$ cat config.mk
export PLATFORM = sky130hd
export DESIGN_NAME = ioexp_host
export DESIGN_NICKNAME = d
export VERILOG_FILES = /design/src/rtl/ioexp_host.sv
export SDC_FILE = /design/constraint.sdc
export NUM_CORES = 1
export LEC_CHECK = 0
export CAP_MARGIN = 15
export CORE_ASPECT_RATIO = 1.2
export CORE_MARGIN = 4
export CORE_UTILIZATION = 56
export CTS_CLUSTER_SIZE = 20
export DETAILED_ROUTE_END_ITERATION = 10
export PLACE_DENSITY_LB_ADDON = 0.08
export SYNTH_ARGS = -nofsm -noshare
export SYNTH_HDL_FRONTEND = slang
export SYNTH_SLANG_ARGS = --single-unit
export TNS_END_PERCENT = 100
$ cat constraint.sdc
create_clock -name clk -period 2.4 [get_ports clk]
set_input_delay 0.48 -clock clk [delete_from_list [all_inputs] [get_ports clk]]
set_output_delay 0.48 -clock clk [all_outputs]
set_load 0.02 [all_outputs]
$ cat src/rtl/ioexp_host.sv
// Initiator for the 8243-style expander link: turns nibble commands into P2/PROG
// waveforms, with all timing counted in clk cycles.
module ioexp_host #(
    parameter int T_SETUP     = 2,
    parameter int T_PROG      = 4,
    parameter int T_HOLD      = 2,
    parameter int T_GAP       = 2,
    parameter int INIT_PULSES = 2
) (
    input  logic       clk,
    input  logic       rst,
    input  logic       cmd_valid,
    output logic       cmd_ready,
    input  logic [1:0] cmd_op,
    input  logic [1:0] cmd_port,
    input  logic [3:0] cmd_data,
    output logic       done,
    output logic [3:0] rsp_data,
    output logic [3:0] p2o,
    output logic       p2_oe,
    input  logic [3:0] p2i,
    output logic       prog_n
);

    typedef enum logic [2:0] {
        S_INIT, S_IDLE, S_SETUP, S_PROG, S_HOLD, S_GAP
    } state_t;

    localparam logic [1:0] OP_RD = 2'b00;

    state_t     state;
    logic [7:0] cnt;
    logic [7:0] init_cnt;
    logic [1:0] op_q;
    logic [3:0] data_q;
    logic       is_init;
    logic [3:0] p2i_s1, p2i_s2;

    always_ff @(posedge clk or posedge rst) begin
        if (rst) begin
            p2i_s1 <= 4'h0;
            p2i_s2 <= 4'h0;
        end else begin
            p2i_s1 <= p2i;
            p2i_s2 <= p2i_s1;
        end
    end

    always_ff @(posedge clk or posedge rst) begin
        if (rst) begin
            state     <= S_INIT;
            cnt       <= 8'd0;
            init_cnt  <= 8'd0;
            op_q      <= 2'b00;
            data_q    <= 4'h0;
            is_init   <= 1'b0;
            cmd_ready <= 1'b0;
            done      <= 1'b0;
            rsp_data  <= 4'h0;
            p2o       <= 4'h0;
            p2_oe     <= 1'b0;
            prog_n    <= 1'b1;
        end else begin
            done <= 1'b0;
            case (state)
                // Dummy port-6 reads give the responder the PROG edges it needs to leave reset.
                S_INIT: begin
                    if (INIT_PULSES == 0) begin
                        state     <= S_IDLE;
                        cmd_ready <= 1'b1;
                    end else begin
                        op_q    <= OP_RD;
                        data_q  <= 4'h0;
                        is_init <= 1'b1;
                        p2o     <= {OP_RD, 2'b10};
                        p2_oe   <= 1'b1;
                        cnt     <= 8'(T_SETUP - 1);
                        state   <= S_SETUP;
                    end
                end
                S_IDLE: begin
                    if (cmd_valid) begin
                        op_q      <= cmd_op;
                        data_q    <= cmd_data;
                        is_init   <= 1'b0;
                        cmd_ready <= 1'b0;
                        p2o       <= {cmd_op, cmd_port};
                        p2_oe     <= 1'b1;
                        cnt       <= 8'(T_SETUP - 1);
                        state     <= S_SETUP;
                    end
                end
                S_SETUP: begin
                    if (cnt == 8'd0) begin
                        prog_n <= 1'b0;
                        // Release the bus on the same edge PROG falls so the responder can drive it.
                        if (op_q == OP_RD) begin
                            p2_oe <= 1'b0;
                            p2o   <= 4'h0;
                        end else begin
                            p2o <= data_q;
                        end
                        cnt   <= 8'(T_PROG - 1);
                        state <= S_PROG;
                    end else begin
                        cnt <= cnt - 8'd1;
                    end
                end
                S_PROG: begin
                    if (cnt == 8'd0) begin
                        prog_n <= 1'b1;
                        done   <= ~is_init;
                        if (op_q == OP_RD && !is_init)
                            rsp_data <= p2i_s2;
                        cnt   <= 8'(T_HOLD - 1);
                        state <= S_HOLD;
                    end else begin
                        cnt <= cnt - 8'd1;
                    end
                end
                S_HOLD: begin
                    if (cnt == 8'd0) begin
                        p2_oe <= 1'b0;
                        p2o   <= 4'h0;
                        cnt   <= 8'(T_GAP - 1);
                        state <= S_GAP;
                    end else begin
                        cnt <= cnt - 8'd1;
                    end
                end
                S_GAP: begin
                    if (cnt == 8'd0) begin
                        if (is_init)
                            init_cnt <= init_cnt + 8'd1;
                        if (is_init && (init_cnt + 8'd1 < 8'(INIT_PULSES))) begin
                            state <= S_INIT;
                        end else begin
                            state     <= S_IDLE;
                            cmd_ready <= 1'b1;
                        end
                    end else begin
                        cnt <= cnt - 8'd1;
                    end
                end
                default: state <= S_INIT;
            endcase
        end
    end

endmodule

==> run summary <==
The tools report the number of H-tree branching levels as 2. The clock latency reported for the late side of the worst-skew pair came out at 310 ps. The library cells used most frequently in the layout, excluding fill and tap cells, are 45 x sky130_fd_sc_hd__dfrtp_1, 26 x sky130_fd_sc_hd__clkdlybuf4s50_1, 17 x sky130_fd_sc_hd__nor3_1, 17 x sky130_fd_sc_hd__nand2_1, 15 x sky130_fd_sc_hd__nor2_1. After synthesis, the cell types taking the most area are sky130_fd_sc_hd__dfrtp_1 47%, sky130_fd_sc_hd__nor3_1 3.5%, sky130_fd_sc_hd__mux2_2 2.8%.

The signal on the critical path passes through or4_1 -> o31a_1 -> a311oi_4 -> nor4_1. After layout, the minimum clock period comes to 2190 ps. The buffering stage count on the worst path with inverters included is 0. The first global-routing pass estimated 9070 um of wire.

For the total inserted antenna cells, the log shows 0. The total negative setup slack is 0 ps. The flip-flop and latch count after synthesis came out at 46.

Setup repair after global routing left no endpoint under its margin. The total area inside the core boundary comes to 4040 um^2. In this design, the largest share of critical-path delay is due to compound AO/OA/AOI/OAI gates. After layout, the worst path uses 91.3% of the clock period. The area enclosed by the die boundary was 5420 um^2. The fraction of registers with async set or reset after synthesis is 100%, and the number of enable-type register cells in the synthesized netlist is 0. In the synthesized netlist the dominant register cell turns out to be sky130_fd_sc_hd__dfrtp_1. The starting density of the core is 59.7%, and the synthesized area is 2410 um^2. In the routed design, unresolved DRC markers number 0.

After technology mapping, the gate count stands at 236. During synthesis, Yosys emitted a total of 0 warnings. The number of slew-limit violations in the final report is 0, and the chip width is 67.9 um.

After synthesis, the largest area contributor takes up 46.8% of total cell area. The category of the worst setup path launch point is a register. In the final routed layout, each cell accounts on average for 16.2 um. For the worst setup path, the data arrival time is 2370 ps. For the pin with the worst max-slew slack, the measured transition is 723 ps. The number of buffers inserted during clock tree synthesis is 5, and the post-synthesis to final-layout area growth is 18.3%. In this design, the stage delay of the slowest critical-path cell is 670 ps. The vias per cell is 5.93. Timing would allow up to 457 MHz. IR analysis of the VDD net gives a maximum drop of 0.524 mV. The detailed-placement wirelength estimate is 3750 um.

The clock-pin slew of the registers on the worst-case setup and hold paths is 90 ps. The logs give 0 for the final hold violation count and 1340 uW for the power after layout. In this run the worst hold path is classified as reg -> reg.

The largest individual stage delay along the critical path comes from the cell sky130_fd_sc_hd__or4_1. For the final weighted congestion in routability-driven placement, the log shows 0.832. The final-report setup violation count was 0; the share of the yosys chip area belonging to registers was 47.9%. Across the run, the number of max-cap violations was 0.

Data on the critical path is required at its endpoint by 2580 ps. STA classifies the critical path endpoint as a register. Power spread over the standard cell area amounts to 470 nW/um^2. In this run the worst path has a maximum fanout of 7. The detailed-router iteration count before antenna repair is 5. The worst setup path is of the reg -> reg kind.

CTS saw 46 sinks. The final layout contains 283 nets. TritonCTS built the clock tree. The most common library cell in the layout ignoring fill and taps is sky130_fd_sc_hd__dfrtp_1.

In this run, the number of DRC markers left after iteration 0 of detailed routing was 91. Buffers inserted to repair hold after CTS numbered 0. The tools report the number of global-route vias before repair as 2,020. The clock root buffer was sky130_fd_sc_hd__clkbuf_8.

Measured against its own limit, the worst slew margin works out to 51.8%. The pin count of the biggest net entering global routing was 28. The post-CTS resize count was 0. The count of buffers inserted at the top-level ports was 26. The run gives 22.2% as the overall track demand over capacity in global routing. In this run the deepest clock path goes through 2 buffers.

The via count was 1,896; the average footprint of a synthesized cell was 10.2 um^2. The tools report the static leakage power as 0.00121 uW. The run finished with clean final reports. The tools report the total setup buffers inserted after CTS as 0. Hold is met by 358 ps. After global routing the overflow that remains totals 0. Across the routed clock network, the largest skew measured is 6.14 ps.

The number of primary I/O pins came out at 27. The aggregate routed wire length was 5180 um. The count of nets left with antenna violations once routing finished came out at 0. The largest area contributor in the netlist was sky130_fd_sc_hd__dfrtp_1. The initialized floorplan defines 25 standard-cell rows. Of the cells placed in the final design, the portion with a size suffix greater than 1 is 12.8%. The total nets after synthesis was 254; the die span in y was 79.8 um. The initial antenna violation count was 0; the count of different cell masters after synthesis was 57.
cell families after synthesis:
kind of cell             Yosys count  share of synthesized area [%]
buffers and inverters             27                           4.57
adder cells (fa/ha/maj)            3                           1.56
AO/OA/AOI/OAI                     56                           18.2
flip-flops                        46                           47.9
multiplexers                       8                           3.64
XOR/XNOR                           9                           3.27
AND/OR/NAND/NOR                   87                           20.8
synth_stat cells, types with 2 or more instances:
cell	number
sky130_fd_sc_hd__ha_1	3
sky130_fd_sc_hd__o2bb2ai_1	3
sky130_fd_sc_hd__a22oi_1	4
sky130_fd_sc_hd__nand2_1	17
sky130_fd_sc_hd__dfrtp_1	45
sky130_fd_sc_hd__a211oi_1	6
sky130_fd_sc_hd__a22o_1	6
sky130_fd_sc_hd__o22a_1	2
sky130_fd_sc_hd__mux2_2	6
sky130_fd_sc_hd__nor4_4	2
sky130_fd_sc_hd__xnor2_1	3
sky130_fd_sc_hd__nor4_1	4
sky130_fd_sc_hd__xor2_1	6
sky130_fd_sc_hd__mux2i_1	2
sky130_fd_sc_hd__o21ai_0	11
sky130_fd_sc_hd__and2_1	2
sky130_fd_sc_hd__inv_1	15
sky130_fd_sc_hd__nand2b_1	5
sky130_fd_sc_hd__nand3_1	7
sky130_fd_sc_hd__nor4b_1	3
sky130_fd_sc_hd__clkbuf_1	9
sky130_fd_sc_hd__a21oi_1	6
sky130_fd_sc_hd__nand4_1	2
sky130_fd_sc_hd__and4b_1	2
sky130_fd_sc_hd__nor2_1	15
sky130_fd_sc_hd__nor3_1	17
sky130_fd_sc_hd__o31a_1	3
worst paths after layout:
path                                     start  cells past startpoint                 endpoint  slack [ps]
max reg2reg                 cnt[3]$_DFFE_PP0P_                      4       cnt[5]$_DFFE_PP0P_         210
min reg2reg                p2i_s1[2]$_DFF_PP0_                      0      p2i_s2[2]$_DFF_PP0_         360
min                        p2i_s1[2]$_DFF_PP0_                      0      p2i_s2[2]$_DFF_PP0_         360
min in group asynchronous                  rst                      2  init_cnt[1]$_DFFE_PP0P_         490
max                         cnt[3]$_DFFE_PP0P_                      4       cnt[5]$_DFFE_PP0P_         210
max in group asynchronous                  rst                      3       prog_n$_DFFE_PP1P_        1340
where the power goes:
part           total [uW]  switching [uW]  internal (uW)
clock                 501             290            211
sequential            784            2.29            782
combinational        53.6            24.9           28.7
total                1340             318           1020
flip-flops by register name (all words and copies together) (netlist names), 2 cells and up:
signal and cells:
p2i_s1 4, state 3, p2i_s2 4, op_q 2
p2o 4, rsp_data 4, init_cnt 8, cnt 8
data_q 4
routing by layer:
metal	vias up	track usage [%]	share of wire, %
li1	915	-	-
met1	926	26.9	43
met2	43	35.9	50
met3	12	5.63	3.9
met4	0	10.9	2.5
met5	-	0	0
stage by stage:
stage                     instance area [um^2]  std cells  setup WS, ps  utilization (%)
after detailed placement                  2750        312           223             68.2
after global placement                    2750        312           262             68.2
after CTS                                 2850        320           209             70.6
after floorplan                           2410        236           373                -
final                                     2850        320           210             70.6
after global routing                      2850        320          44.2             70.6
area by class of cell:
cell class                      count  area, um^2
Timing Repair Buffer               34         333
Tap cell                           54        67.6
Inverter                           15        56.3
Fill cell                         331        1190
Clock buffer                        5        68.8
Clock inverter                      3        25.0
Multi-Input combinational cell    163        1140
Sequential cell                    46        1150
(Power assumes the default switching activity.)
